--- config.mk ---
export PLATFORM = sky130hd
export DESIGN_NAME = uart_tx_arbiter
export DESIGN_NICKNAME = d
export VERILOG_FILES = /design/src/rtl/uart_arb_pkg.sv /design/src/rtl/rr_pick.sv /design/src/rtl/uart_tx_arbiter_chk.sv /design/src/rtl/uart_tx_arbiter.sv
export SDC_FILE = /design/constraint.sdc
export NUM_CORES = 1
export LEC_CHECK = 0
export BUFFER_PORTS_ARGS = -buffer_cell sky130_fd_sc_hd__buf_4
export CAP_MARGIN = 20
export CORE_ASPECT_RATIO = 1.75
export CORE_MARGIN = 8
export CORE_UTILIZATION = 50
export CTS_CLUSTER_SIZE = 20
export DETAILED_ROUTE_END_ITERATION = 10
export PLACE_DENSITY = 0.87
export SKIP_LAST_GASP = 1
export SYNTH_ARGS = -nofsm -noshare
export SYNTH_HDL_FRONTEND = slang
export SYNTH_SLANG_ARGS = --single-unit
--- constraint.sdc ---
create_clock -name clk -period 2.69 [get_ports clk]
set_clock_uncertainty 0.2 [all_clocks]
set_input_delay 0.1345 -clock clk [delete_from_list [all_inputs] [get_ports clk]]
set_output_delay 0.1345 -clock clk [all_outputs]
set_load 0.01 [all_outputs]
--- src/rtl/uart_arb_pkg.sv ---
// Shared types and default sizing for the UART transmit arbiter.
// The FSM states mirror the transmitter start/busy handshake.
package uart_arb_pkg;

  localparam int NREQ_DEF      = 4;
  localparam int MAX_BURST_DEF = 16;

  typedef enum logic [2:0] {
    IDLE      = 3'd0,
    FETCH     = 3'd1,
    START     = 3'd2,
    WAIT_BUSY = 3'd3,
    WAIT_DONE = 3'd4
  } arb_state_e;

endpackage

--- src/rtl/rr_pick.sv ---
// Combinational round-robin picker: first asserted request at or after ptr, wrapping.
// Shared by the shared-peripheral arbiters.
module rr_pick #(
  parameter int NREQ = 4,
  parameter int PW   = 2
) (
  input  logic [NREQ-1:0] req,
  input  logic [PW-1:0]   ptr,
  output logic [NREQ-1:0] gnt,
  output logic            any
);

  logic          found_s;
  logic [PW:0]   sum_s;
  logic [PW-1:0] idx_s;

  // Scan from ptr upward; ptr and offset are both below NREQ, so one subtraction wraps.
  always_comb begin
    gnt     = '0;
    found_s = 1'b0;
    sum_s   = '0;
    idx_s   = '0;
    for (int i = 0; i < NREQ; i++) begin
      sum_s = {1'b0, ptr} + (PW+1)'(i);
      if (sum_s >= (PW+1)'(NREQ)) begin
        idx_s = PW'(sum_s - (PW+1)'(NREQ));
      end else begin
        idx_s = PW'(sum_s);
      end
      if (!found_s && req[idx_s]) begin
        gnt[idx_s] = 1'b1;
        found_s    = 1'b1;
      end else begin
        found_s = found_s;
      end
    end
  end

  assign any = |req;

endmodule

--- src/rtl/uart_tx_arbiter_chk.sv ---
// Protocol assertions for uart_tx_arbiter outputs.
// Grant ownership, ready qualification and start-pulse width.
module uart_tx_arbiter_chk #(
  parameter int NREQ = 4
) (
  input logic            clk,
  input logic            resetn,
  input logic [NREQ-1:0] grant,
  input logic [NREQ-1:0] req_ready,
  input logic            tx_start
);

  a_grant_onehot: assert property (@(posedge clk) disable iff (!resetn)
    $onehot0(grant));

  a_ready_owner_only: assert property (@(posedge clk) disable iff (!resetn)
    (req_ready & ~grant) == '0);

  a_start_single_cycle: assert property (@(posedge clk) disable iff (!resetn)
    tx_start |=> !tx_start);

endmodule

--- src/rtl/uart_tx_arbiter.sv ---
// Round-robin, frame-locked, burst-capped sharing of one uart_tx byte transmitter.
// Requesters see valid/ready; the block drives the tx_start/tx_busy handshake.
module uart_tx_arbiter
  import uart_arb_pkg::*;
#(
  parameter int NREQ      = NREQ_DEF,
  parameter int MAX_BURST = MAX_BURST_DEF
) (
  input  logic              clk,
  input  logic              resetn,
  input  logic [NREQ-1:0]   req_valid,
  input  logic [8*NREQ-1:0] req_data,
  input  logic [NREQ-1:0]   req_last,
  output logic [NREQ-1:0]   req_ready,
  output logic [NREQ-1:0]   grant,
  output logic              tx_start,
  output logic [7:0]        tx_data,
  input  logic              tx_busy
);

  localparam int PW = $clog2(NREQ);
  localparam int CW = $clog2(MAX_BURST + 1);

  arb_state_e      state_r;
  logic [NREQ-1:0] grant_r;
  logic [PW-1:0]   ptr_r;
  logic [PW-1:0]   idx_r;
  logic [CW-1:0]   cnt_r;
  logic            last_r;
  logic            tx_start_r;
  logic [7:0]      tx_data_r;

  logic [NREQ-1:0] pick_gnt_s;
  logic            pick_any_s;
  logic [PW-1:0]   pick_idx_s;
  logic            own_valid_s;
  logic [7:0]      own_data_s;
  logic            own_last_s;
  logic [PW-1:0]   ptr_next_s;
  logic            release_s;

  rr_pick #(
    .NREQ (NREQ),
    .PW   (PW)
  ) u_pick (
    .req (req_valid),
    .ptr (ptr_r),
    .gnt (pick_gnt_s),
    .any (pick_any_s)
  );

  // Index of the one-hot pick, kept so the pointer can advance past the owner.
  always_comb begin
    pick_idx_s = '0;
    for (int i = 0; i < NREQ; i++) begin
      if (pick_gnt_s[i]) begin
        pick_idx_s = PW'(i);
      end else begin
        pick_idx_s = pick_idx_s;
      end
    end
  end

  // One-hot mux of the owner's valid, byte and last flag.
  always_comb begin
    own_valid_s = 1'b0;
    own_data_s  = 8'h00;
    own_last_s  = 1'b0;
    for (int i = 0; i < NREQ; i++) begin
      if (grant_r[i]) begin
        own_valid_s = own_valid_s | req_valid[i];
        own_data_s  = own_data_s | req_data[8*i +: 8];
        own_last_s  = own_last_s | req_last[i];
      end else begin
        own_valid_s = own_valid_s;
      end
    end
  end

  // Pointer moves to the requester after the releasing owner.
  always_comb begin
    if (idx_r == PW'(NREQ - 1)) begin
      ptr_next_s = '0;
    end else begin
      ptr_next_s = idx_r + PW'(1);
    end
  end

  // Owner releases on a recorded last byte or on reaching the burst cap.
  always_comb begin
    if (last_r || (cnt_r == CW'(MAX_BURST - 1))) begin
      release_s = 1'b1;
    end else begin
      release_s = 1'b0;
    end
  end

  // Only the owner may be ready, only in FETCH, and only while the transmitter is free.
  always_comb begin
    if ((state_r == FETCH) && !tx_busy) begin
      req_ready = grant_r;
    end else begin
      req_ready = '0;
    end
  end

  // Arbitration and transmit-handshake FSM.
  always_ff @(posedge clk or negedge resetn) begin
    if (!resetn) begin
      state_r    <= IDLE;
      grant_r    <= '0;
      ptr_r      <= '0;
      idx_r      <= '0;
      cnt_r      <= '0;
      last_r     <= 1'b0;
      tx_start_r <= 1'b0;
      tx_data_r  <= 8'h00;
    end else begin
      tx_start_r <= 1'b0;
      case (state_r)
        IDLE: begin
          if (pick_any_s) begin
            grant_r <= pick_gnt_s;
            idx_r   <= pick_idx_s;
            cnt_r   <= '0;
            state_r <= FETCH;
          end
        end
        FETCH: begin
          if (!own_valid_s) begin
            grant_r <= '0;
            ptr_r   <= ptr_next_s;
            state_r <= IDLE;
          end else if (!tx_busy) begin
            tx_data_r  <= own_data_s;
            last_r     <= own_last_s;
            tx_start_r <= 1'b1;
            state_r    <= START;
          end
        end
        START: begin
          state_r <= WAIT_BUSY;
        end
        WAIT_BUSY: begin
          if (tx_busy) begin
            state_r <= WAIT_DONE;
          end
        end
        WAIT_DONE: begin
          if (!tx_busy) begin
            if (release_s) begin
              grant_r <= '0;
              ptr_r   <= ptr_next_s;
              state_r <= IDLE;
            end else begin
              cnt_r   <= cnt_r + CW'(1);
              state_r <= FETCH;
            end
          end
        end
        default: begin
          grant_r <= '0;
          state_r <= IDLE;
        end
      endcase
    end
  end

  assign grant    = grant_r;
  assign tx_start = tx_start_r;
  assign tx_data  = tx_data_r;

  uart_tx_arbiter_chk #(
    .NREQ (NREQ)
  ) u_chk (
    .clk       (clk),
    .resetn    (resetn),
    .grant     (grant),
    .req_ready (req_ready),
    .tx_start  (tx_start)
  );

endmodule

# Word-level counts from Yosys, hierarchy flattened
# Index checks and enable logic that the tools add are counted.
[totals] reg_bits=26 latchBits=0 mem_bits_rw=0 romBits=0 output_inout_bits=17 memories=0
[classes] addsub=9 multipliers=0 n_div=0 n_lt_le_gt_ge=12 eq_ne=13 shift=0 mux=68 n_bitwise=14 reduce_logical=24
[op_table] operator="two-way mux 4 bit" count=9
[op_table] operator="two-way mux 8 bit" count=4
[op_table] operator="two-way mux 1 bit" count=25
[op_table] operator="OR 8 bit" count=3
[op_table] operator="two-way mux 2 bit" count=10
[op_table] operator="case mux 4 bit (4 select lines)" count=1
[op_table] operator="two-way mux 3 bit" count=5
[op_table] operator="two-way mux 5 bit" count=3
[op_table] operator="case mux 3 bit (5 select lines)" count=1
[op_table] operator="< comparator 2 x 3 -> 1 bit (second input constant)" count=4
[op_table] operator="!= test 2 bit (second input constant)" count=6
[op_table] operator="OR 4 bit" count=3
[op_table] operator="AND reduction 4 bit" count=3
[op_table] operator="case mux 5 bit (2 select lines)" count=1
[op_table] operator="greater-or-equal comparator 3 bit (second input constant)" count=3
[op_table] operator="binary-select mux 1 bit (select 2 bit)" count=4
[op_table] operator="demux 1 bit (select 2 bit)" count=4
[op_table] operator="greater-or-equal comparator 2 x 1 -> 1 bit (second input constant)" count=4
[op_table] operator="logical AND 1 bit" count=8
[op_table] operator="subtractor 2 x 1 -> 2 bit (second input constant)" count=4
[op_table] operator="adder 2 x 2 -> 3 bit (second input constant)" count=2
[op_table] operator="== test 3 x 2 -> 1 bit (second input constant)" count=2
[op_table] operator="OR 1 bit" count=6
[op_table] operator="adder 5 x 1 -> 5 bit (second input constant)" count=1
[op_table] operator="19 further kinds" count=24

# Logic depth before layout (Yosys ltp)
# Gate-level depths: netlist of run 1.
[depth] depth_word=17 mapped_depth=8 mapped_depth_nobuf=8

# Modules after synthesis
# A second synthesis of run 1 with hierarchy kept.
[unflattened] hier_cells=176 hier_area_um2=1766.7
[by_module_without_submodules] mod="uart_tx_arbiter" instances=1 cells_per_inst=145 area_per_inst_um2=1456.4
[by_module_without_submodules] mod="rr_pick" instances=1 cells_per_inst=31 area_per_inst_um2=310.3

# Worst setup path before layout of run 1
# No wires, ideal clock.
[synth_timing] path_type="reg2reg" from="reg ptr_r[0]" to="reg idx_r[0]" setup_time_ns=0.082 arrival_ns=1.988 path_slack_ns=0.420 path_stages_with_launch=9 path_buffers=1 period_less_slack_ns=2.270 cell_sequence="dfrtp_1 buf_6 inv_1 ha_1 mux4_2 nor4b_4 and2_1 o211ai_1 a31oi_1"
[synth_via] elab_chain_cells=17 elab_cells_between_ends=62 classes_between="add/sub: 7; order compare: 12; mux: 30; bitwise: 3; reduce/logical: 10"
[synth_lines] element="start, declared" line="uart_tx_arbiter.sv:26" text="logic [PW-1:0] ptr_r;"
[synth_lines] element="start signal, assigned" line="uart_tx_arbiter.sv:132" text="ptr_r <= ptr_next_s;"
[synth_lines] element="start signal, assigned" line="uart_tx_arbiter.sv:153" text="ptr_r <= ptr_next_s;"
[synth_lines] element="parallel branches: the longest is 13 deep, another holds adder 2 x 1 -> 3 bit"
[synth_lines] element="two-way mux 4 bit (*)" line="rr_pick.sv:30" text="if (!found_s && req[idx_s]) begin"
[synth_lines] element="two-way mux 1 bit" line="uart_tx_arbiter.sv:56" text="if (pick_gnt_s[i]) begin"
[synth_lines] element="two-way mux 2 bit" line="uart_tx_arbiter.sv:56"
[synth_lines] element="two-way mux 2 bit (*)" line="uart_tx_arbiter.sv:56"
[synth_lines] element="end signal, assigned" line="uart_tx_arbiter.sv:124" text="idx_r <= pick_idx_s;"
[synth_lines] element="end, declared" line="uart_tx_arbiter.sv:27" text="logic [PW-1:0] idx_r;"
# Mark *: on every way between the ends. The select of a mux whose other input is x is not followed.
# A chain may end at the register's enable or synchronous reset.

# Final worst setup path of run 1
[layout_timing] from="reg ptr_r[1]" to="reg idx_r[0]"
# The elaborated chain is that of the path after synthesis.

==> results.tsv, run 1 <==
metric	value	unit
timing.critical_path.arrival	2.48	ns
port-buffer-count	59	
overflow	0	
synthCells	183	
ctsHtreeMaxLevel	1	
clock_slew_at_reported_path_ffs	0.09	ns
achievable-frequency	0.404	GHz
setup_violations	0	
cts.sink_count	26	
criticalPathCategory	flop to flop	
synth_adder_area_share	6.69	%
netlist.area_leader.share	38.7	%
floorplan.die.height	92.7	um
top_usage_layer	met2	
wire_length_of_the_first_global_routing_pass	8890	um
violations	negative hold slack	
pwr_density_cell	879	nW/um2
crit_required	2.69	ns
internal_power	1200	uW
grt_util_met3	3.75	%
p_sw	889	uW
floorplan.die.width	59.9	um
detailedPlacementHpwl	3790	um
worst_setup_path_end_kind	flop	
nNetsFinal	311	
yosys.area_share.xor_xnor	0.520	%
ys_seq_elements	26	
post-layout-total-power	2090	uW
gp_congestion	0.874	
clk-insertion-delay-late	0.27	ns
post_synth_num_cell_types	39	
tritoncts	done	
start_kind	flop	
numCtsBuffers	3	
num_io_pins	60	
power.combinational.fraction	56.5	%
floorplan.rows	28	
synth_compound_gate_area_share	24.1	%
grt_setup_unrepaired	false	
detail-route-antenna-nets	0	
share_of_final_layout_standard_cells_stronger_than_drive_strength_1	28.8	%
first_global_vias	1857	
period_share	92.1	%
p_clk_share	10.7	%
detail_route.first_pass.iterations	6	
synth.area.top_cells	dfrtp_1 39%, a22oi_1 8.9%, ha_1 6.7%	
synth_seq_area_share	38.7	%
critical_path_peak_fanout	8	
avgSynthCellArea	9.20	um2
start_util	51.1	%
layout.filler_cells	247	
floorplan.core_area	3290	um2
post_synthesis_cell_area	1680	um2
cap_viol_max_count	0	
yosys.area_share.simple	18.4	%
drt_first_iter_violations	56	
relSlewSlack	68.2	%
outcome	finished with violations	
power.share.switching	42.5	%
detailed_route_drc_error_count	0	
met2_usage	36.9	%
tightest_slew	0.476	ns
hold_path.class	primary input to flop	
yosys_warnings	0	
design.die.area	5550	um2
seq_power_share	32.8	%
cts_buffer_depth	2	
via_per_inst	6.01	
routedWlPerCell	18.6	um
layout_commonest_cell	buf_4	
finalHoldViolCount	1	
slew_viol_final	0	
flow.area_growth_from_synthesis	41.3	%
leakage	0.00103	uW
antenna_found_initial	0	
synth_top_family_by_area	compound AO/OA/AOI/OAI gates	
synth_nets	235	
layout_common_cells	63 x buf_4, 26 x dfrtp_1, 20 x a22oi_1	
post_synthesis_cell_type_with_the_largest_combined_area	dfrtp_1	
rrSetupSlack	0.21	ns
clk_root_buffer_cell	clkbuf_8	
yosys-mux-area-fraction	6.69	%
fin_worst_hold_slack	-0.00936	ns
groute.layer.met1.usage	21.8	%
tns	0	ns
max-vdd-ir-drop	0.000562	V
post-route-min-period	2.48	ns
grt_max_degree	27	
route.final.wire_length	5620	um
n_antenna_cell	0	
grtUsageTotal	20.9	%
vias	1816	
## cell usage after synthesis (all sizes together)
| cell | instances |
|---|---|
| o21bai | 1 |
| nand2 | 12 |
| o21ai | 10 |
| dfrtp | 26 |
| nor2 | 19 |
| nor4b | 1 |
| nor4 | 1 |
| o2bb2ai | 1 |
| xnor2 | 1 |
| nand2b | 2 |
| mux4 | 4 |
| nor3 | 8 |
| or3b | 1 |
| or3 | 2 |
| mux2 | 2 |
| clkbuf | 6 |
| o2111ai | 1 |
| o211ai | 1 |
| nor2b | 4 |
| nand3b | 1 |
| nand3 | 2 |
| a221oi | 2 |
| or2 | 1 |
| a21oi | 10 |
| ha | 9 |
| o22ai | 3 |
| a2bb2oi | 1 |
| a31oi | 11 |
| inv | 10 |
| and3 | 1 |
| and2 | 3 |
| o22a | 1 |
| or4 | 1 |
| nor3b | 1 |
| a22oi | 20 |
| buf | 3 |
## power by group through the flow
stage / registers (uW) / clock network [uW] / logic [uW]
floorplan: 671 / 0 / 750
global placement: 681 / 0 / 1090
detailed placement: 686 / 0 / 1130
CTS: 679 / 227 / 1160
global route: 711 / 243 / 1290
finish: 685 / 223 / 1180
## layer usage
metal | vias to the layer above | share of wire, %
met4 | 0 | 4.5
li1 | 831 | -
met3 | 20 | 5.9
met5 | - | 0
met1 | 878 | 34
met2 | 87 | 56
## final cells by class
type	instances	area, um2	area share (%)
clock buffer	3	41.3	1.74
inverter	10	37.5	1.58
multi-input combinational	138	948	39.9
sequential	26	651	27.4
tap	45	56.3	2.37
timing repair buffer	80	643	27.1
## logic make-up after synthesis
kind of cell,count (synthesis)
AO/OA/AOI/OAI,62
AND/OR/NAND/NOR,60
flip-flops,26
buffers and inverters,19
adder cells (fa/ha/maj),9
multiplexers,6
XOR/XNOR,1
## flip-flops by register name, summed over array words and instances (netlist names)
name,cells
tx_data,8
ptr_r,2
cnt_r,5
grant,4
idx_r,2
last_r,1
tx_start,1
state_r,3
## timing repair
action                                  CTS  global route
endpoints found under the setup margin    0             0
resized for setup                         0             0
hold buffers                             17             0
hold endpoints to repair                 35             0
buffers inserted                          0             0
## metrics by stage
step	hold WS, ns	area [um2]	setup WS (ns)	std cells	utilization [%]
after floorplan	-0.361	1680	0.420	183	-
after global placement	-0.134	2170	0.400	282	65.8
after detailed placement	-0.138	2170	0.269	282	65.8
after CTS	0.000312	2380	0.252	302	72.2
after global routing	0.00875	2380	0.0657	302	72.2
final	-0.00936	2380	0.213	302	72.2
## path summary, 6_finish.rpt
path | from | depth (start not counted) | end
setup / recovery | ptr_r[1]$_DFFE_PN0P_ | 7 | idx_r[0]$_DFFE_PN0P_
hold / removal | req_data[19] | 3 | tx_data[3]$_DFFE_PN0P_
setup reg to reg | ptr_r[1]$_DFFE_PN0P_ | 7 | idx_r[0]$_DFFE_PN0P_
hold reg to reg | cnt_r[4]$_DFFE_PN0P_ | 2 | cnt_r[4]$_DFFE_PN0P_
max in group asynchronous | resetn | 2 | cnt_r[3]$_DFFE_PN0P_
min in group asynchronous | resetn | 2 | ptr_r[1]$_DFFE_PN0P_
## critical path, stage by stage, from the launching register on
cell and delay (ns):
dfrtp_1 0.50, inv_1 0.11, ha_1 0.32, mux4_2 0.39, nor3b_1 0.40, o2bb2ai_1 0.20
o211ai_1 0.11, a31oi_1 0.17
(Power assumes the default switching activity.)
==> inputs of run 2 (changes only) <==
--- a/config.mk
+++ b/config.mk
@@ -5,14 +5,15 @@
 export SDC_FILE = /design/constraint.sdc
 export NUM_CORES = 1
 export LEC_CHECK = 0
+export ABC_AREA = 1
 export BUFFER_PORTS_ARGS = -buffer_cell sky130_fd_sc_hd__buf_4
 export CAP_MARGIN = 20
 export CORE_ASPECT_RATIO = 1.75
 export CORE_MARGIN = 8
-export CORE_UTILIZATION = 50
+export CORE_UTILIZATION = 52
 export CTS_CLUSTER_SIZE = 20
 export DETAILED_ROUTE_END_ITERATION = 10
-export PLACE_DENSITY = 0.87
+export PLACE_DENSITY = 0.88
 export SKIP_LAST_GASP = 1
 export SYNTH_ARGS = -nofsm -noshare
 export SYNTH_HDL_FRONTEND = slang
==> run 2 against run 1 <==
Against the previous run: the run still ends with negative hold slack left; global-route usage is 1.1 points lower; largest power group unchanged; non-clock buffer count is 7 lower; via count is 15% higher; critical path depth is 4 higher; highest routed layer unchanged; largest cell class unchanged; critical path type unchanged; worst hold slack better by 0.0020 ns; combinational power is 16% higher.
==> results.tsv, run 2 <==
metric	value	unit
final_core_utilization	71.9	%
synth_async_sr_flop_share	100	%
num_io_pins	60	
critical_path_peak_fanout	11	
layout_common_cells	91 x nand2_1, 60 x buf_4, 26 x dfrtp_1	
worst_path_largest_cell_delay	0.60	ns
synthMostInstantiatedCell	nand2_1	
floorplan.core_area	3630	um2
cts_post_setup_buffers_inserted	0	
route.final.wire_length	5890	um
post_synthesis_cell_area	1970	um2
number_of_flip_flops_under_the_largest_register_name	8	
avgSynthCellArea	7.33	um2
achievable-frequency	0.464	GHz
grt_max_degree	27	
layout_commonest_cell	nand2_1	
post_synthesis_cell_type_with_the_largest_combined_area	dfrtp_1	
leakage	0.00132	uW
cts_buffer_depth	2	
numCtsBuffers	3	
slew_viol_final	0	
layoutNonFillerInstCount	384	
detailed_route_drc_error_count	0	
criticalPathCategory	flop to flop	
wire_length_of_the_first_global_routing_pass	10100	um
grt_setup_unrepaired	false	
finalHoldViolCount	3	
crit_required	2.71	ns
setup_violations	0	
outcome	finished with violations	
floorplan.die.height	97.3	um
port-buffer-count	59	
place_worst_setup_slack	0.547	ns
fin_worst_hold_slack	-0.00737	ns
pwr_density_cell	879	nW/um2
detailedPlacementHpwl	4360	um
via_per_inst	5.42	
most_instantiated_flip_flop_cell_in_the_synthesis_netlist	dfrtp_1	
floorplan.die.width	62.5	um
clk-insertion-delay-late	0.28	ns
nNetsFinal	391	
gp_congestion	0.898	
routedWlPerCell	15.3	um
critical-path-top-cell-by-count	nand2_1	
synth_commonest_cells	91 x nand2_1, 26 x dfrtp_1, 25 x inv_1	
flow.area_growth_from_synthesis	32.7	%
worst_setup_path_end_kind	flop	
post-route-min-period	2.16	ns
ctsHtreeMaxLevel	1	
hold_path.class	primary input to flop	
first_global_vias	2257	
worst_case_setup_margin_in_the_final_layout	0.533	ns
violations	negative hold slack	
netlist.area_leader.share	33.1	%
relSlewSlack	62.7	%
vias	2082	
tritoncts	done	
drt_first_iter_violations	125	
numPlacedInstances	367	
grtUsageTotal	19.8	%
post_synth_num_cell_types	37	
n_antenna_cell	0	
antenna_found_initial	0	
yosys_warnings	0	
share_of_final_layout_standard_cells_stronger_than_drive_strength_1	29.9	%
synth_nets	320	
synthCells	268	
detail-route-antenna-nets	0	
clock_slew_at_reported_path_ffs	0.09	ns
synth.area.top_cells	dfrtp_1 33%, nand2_1 17%, ha_1 5.7%	
start_util	54.2	%
timing.critical_path.cells	inv_6, ha_1, inv_1, nand3_1, nand2_1, nand2_4, nor2_4, nand2_1, nand3b_1, nand2_1, a21oi_2	
detail_route.first_pass.iterations	4	
start_kind	flop	
timing.critical_path.arrival	2.17	ns
synth_seq_area_share	33.1	%
ys_seq_elements	26	
cts.sink_count	26	
tns	0	ns
synth_enable_flop_cells	0	
floorplan.rows	29	
clk_root_buffer_cell	clkbuf_8	
design.die.area	6080	um2
cap_viol_max_count	0	
period_share	80.2	%
tightest_slew	0.560	ns
max-vdd-ir-drop	0.000554	V
overflow	0	
critical-path-slowest-cell	dfrtp_1	
## run 2: routing by layer
layer | share of wire, % | global-route usage [%]
met4 | 3.3 | 9.01
met3 | 5.8 | 4.16
met5 | 0 | 0
met1 | 33 | 17.0
met2 | 58 | 40.6
## run 2: final cells by class
class                   count  area (um2)
multi-input cells         202        1130
fillers                   279        1020
flip-flops and latches     26         651
repair buffers             73         581
inverters                  33         131
well taps                  46        57.6
clock buffers               4        55.1
## run 2: power by group
part | leakage, uW | switching (uW) | internal, uW | total, uW
combinational | 0.000954 | 816 | 556 | 1370
sequential | 0.000337 | 146 | 514 | 660
clock | 0.0000288 | 130 | 131 | 261
## run 2: final timing paths
check / from / to / slack [ns] / cells after the start
worst max register to register: ptr_r[0]$_DFFE_PN0P_ / idx_r[0]$_DFFE_PN0P_ / 0.53 / 11
worst max-delay path: ptr_r[0]$_DFFE_PN0P_ / idx_r[0]$_DFFE_PN0P_ / 0.53 / 11
min in group asynchronous: resetn / cnt_r[2]$_DFFE_PN0P_ / 0.09 / 2
worst min register to register: tx_data[6]$_DFFE_PN0P_ / tx_data[6]$_DFFE_PN0P_ / 0.30 / 1
max in group asynchronous: resetn / grant[0]$_DFFE_PN0P_ / 1.94 / 2
worst min-delay path: req_data[22] / tx_data[6]$_DFFE_PN0P_ / -0.007 / 4
## run 2: cell families (layout without fill, tap and decap cells)
kind of cell    Yosys count  in the layout  share of synthesized area [%]
mux                       1              1                          0.509
fa+ha+maj                 9              9                           5.73
compound gates           33             33                           11.6
buf+inv                  40            110                           9.29
flops                    26             26                           33.1
simple gates            159            159                           39.8
## run 2: stage by stage
| step | hold WS, ns | power [uW] | area, um2 |
|---|---|---|---|
| floorplan | -0.361 | 1620 | 1970 |
| global placement | -0.140 | 1950 | 2420 |
| detailed placement | -0.140 | 1980 | 2420 |
| CTS | 0.00139 | 2280 | 2610 |
| global route | 0.00855 | 2490 | 2610 |
| finish | -0.00737 | 2290 | 2610 |
## run 2: worst max-delay path, delay by kind of cell (launching register included)
kind            cells  cell delay (ns)
compound gates      1             0.11
fa+ha+maj           1             0.35
buf+inv             2             0.19
flops               1             0.60
simple gates        7             0.65
## run 2: what timing repair did
item,in CTS,in global routing
gates resized for setup,0,0
endpoints found under the hold margin,36,0
hold buffers,13,0
setup endpoints to repair,0,0
==> inputs of run 3 (changes only) <==
--- a/config.mk
+++ b/config.mk
@@ -10,10 +10,10 @@
 export CAP_MARGIN = 20
 export CORE_ASPECT_RATIO = 1.75
 export CORE_MARGIN = 8
-export CORE_UTILIZATION = 52
+export CORE_UTILIZATION = 47
 export CTS_CLUSTER_SIZE = 20
 export DETAILED_ROUTE_END_ITERATION = 10
-export PLACE_DENSITY = 0.88
+export PLACE_DENSITY = 0.84
 export SKIP_LAST_GASP = 1
 export SYNTH_ARGS = -nofsm -noshare
 export SYNTH_HDL_FRONTEND = slang
==> constraint.sdc (replaced) <==
create_clock -name clk -period 1.8 [get_ports clk]
set_clock_uncertainty 0.2 [all_clocks]
set_input_delay 0.09 -clock clk [delete_from_list [all_inputs] [get_ports clk]]
set_output_delay 0.09 -clock clk [all_outputs]
set_load 0.01 [all_outputs]
==> run 3 against run 2 <==
Against the previous run: the run ends with negative setup slack left; cell area is 15% higher; first-iteration DRC count down 39%; combinational power is 110% higher; clock power rose by 48%; worst setup slack worse by 0.61 ns; sequential cell count unchanged; register-to-register slack lost 0.61 ns; routed wire length is 16% higher; non-clock buffer count rose by 25; count of clock-buffer cells in the layout unchanged; cell count rose by 7.3%; critical path depth unchanged.
==> results.tsv, run 3 (synthesis gave the netlist of run 2 again) <==
metric	value	unit
outcome	finished with violations	
violations	negative setup slack	
place_worst_setup_slack	-0.0945	ns
detail_route.first_pass.iterations	4	
hold_path.class	primary input to flop	
crit_required	1.81	ns
clock_slew_at_reported_path_ffs	0.09	ns
p_sw	1950	uW
max-vdd-ir-drop	0.000860	V
power.combinational.fraction	68.4	%
relSlewSlack	77.1	%
cts_buffer_depth	2	
layout_commonest_cell	nand2_1	
clk_root_buffer_cell	clkbuf_8	
numCtsBuffers	3	
worst_case_setup_margin_in_the_final_layout	-0.0806	ns
area.sequential	652	um2
final_core_utilization	73.5	%
leakage	0.00147	uW
via_per_inst	5.40	
power.share.switching	47.4	%
drt_first_iter_violations	76	
tns	-0.504	ns
design.die.area	6590	um2
cts.sink_count	26	
seq_power_share	22.1	%
detailed_route_drc_error_count	0	
worst_setup_path_end_kind	flop	
routedWlPerCell	16.6	um
numPlacedInstances	382	
floorplan.core_area	4070	um2
start_util	48.3	%
overflow	0	
wire_length_of_the_first_global_routing_pass	11100	um
internal_power	2160	uW
grtUsageTotal	21.1	%
critical_path_peak_fanout	4	
achievable-frequency	0.532	GHz
post-layout-total-power	4100	uW
tritoncts	done	
gp_congestion	0.855	
first_global_vias	2514	
route.final.wire_length	6830	um
layoutNonFillerInstCount	412	
start_kind	flop	
setup_violations	10	
port-buffer-count	59	
antenna_found_initial	0	
detailedPlacementHpwl	4620	um
nNetsFinal	416	
flow.area_growth_from_synthesis	52.2	%
detail-route-antenna-nets	0	
criticalPathCategory	flop to flop	
grt_setup_unrepaired	true	
slew_viol_final	0	
clk-insertion-delay-late	0.28	ns
layout_common_cells	82 x nand2_1, 71 x buf_4, 25 x dfrtp_1	
floorplan.rows	31	
timing.critical_path.arrival	1.89	ns
floorplan.die.height	102	um
share_of_final_layout_standard_cells_stronger_than_drive_strength_1	41.3	%
period_share	104	%
vias	2226	
pwr_density_cell	1370	nW/um2
layout.filler_cells	289	
post-route-min-period	1.88	ns
number_of_flip_flops_under_the_largest_register_name	8	
grt_max_degree	27	
floorplan.die.width	64.9	um
ctsHtreeMaxLevel	1	
finalHoldViolCount	0	
p_clk_share	9.4	%
tightest_slew	0.343	ns
cap_viol_max_count	0	
n_antenna_cell	0	
multi_input_comb_area	1270	um2
num_io_pins	60	
-- run 3: changes by cell type in the layout (fill, tap and decap cells not counted), sizes merged --
cell / before / now
buf: 60 / 78
dlygate4sd3: 13 / 20
-- run 3: layout make-up --
class | instances | share of cell area, %
tap | 49 | 2.05
multi-input combinational | 202 | 42.6
sequential | 26 | 21.8
clock buffer | 4 | 1.84
timing repair buffer | 98 | 27.1
inverter | 33 | 4.56
-- run 3: power groups by stage --
stage / Combinational [uW] / Sequential [uW] / Clock [uW]
final: 2810 / 909 / 387
after global placement: 2230 / 903 / 0
after detailed placement: 2300 / 909 / 0
after floorplan: 1540 / 946 / 0
after CTS: 2490 / 902 / 382
after global routing: 3040 / 931 / 421
-- run 3: metrics by stage --
step	area [um2]	hold slack (ns)
finish	2990	0.00218
global route	2990	0.0549
CTS	2860	0.0143
detailed placement	2540	-0.179
global placement	2540	-0.184
floorplan	1990	-0.406
-- run 3: worst paths after layout --
| kind | start | to | slack, ns | cells past startpoint |
|---|---|---|---|---|
| worst max-delay path | ptr_r[0]$_DFFE_PN0P_ | idx_r[0]$_DFFE_PN0P_ | -0.08 | 11 |
| worst min register to register | tx_data[1]$_DFFE_PN0P_ | tx_data[1]$_DFFE_PN0P_ | 0.31 | 1 |
| worst max register to register | ptr_r[0]$_DFFE_PN0P_ | idx_r[0]$_DFFE_PN0P_ | -0.08 | 11 |
| min in group asynchronous | resetn | cnt_r[2]$_DFFE_PN0P_ | 0.06 | 2 |
| worst min-delay path | req_data[9] | tx_data[1]$_DFFE_PN0P_ | 0.002 | 6 |
| max in group asynchronous | resetn | ptr_r[0]$_DFFE_PN0P_ | 1.07 | 2 |
-- run 3: critical path: stages (launching register included) --
cell      delay (ns)
dfrtp_2         0.48
inv_8           0.08
ha_4            0.21
inv_4           0.07
nand3_2         0.06
nand2_2         0.08
nand2_4         0.08
nor2_4          0.14
nand2_1         0.07
nand3b_1        0.16
nand2_2         0.07
a21oi_2         0.11
-- run 3: metal layers --
layer | GRT usage (%) | share of wire [%] | wire length, um | up-vias
li1 | - | - | - | 1058
met1 | 18.2 | 34 | 2300 | 1077
met2 | 42.9 | 60 | 4070 | 74
met3 | 4.21 | 4.1 | 281 | 17
met4 | 10.5 | 2.8 | 188 | 0
met5 | 0 | 0 | 0 | -
-- run 3: what timing repair did --
item / 4_1_cts / 5_1_grt
gates resized for setup: 17 / 25
pin swaps: 15 / 19
setup buffers: 1 / 5
endpoints found under the setup margin: 10 / 24
hold buffers: 20 / 0
hold endpoints to repair: 38 / 0
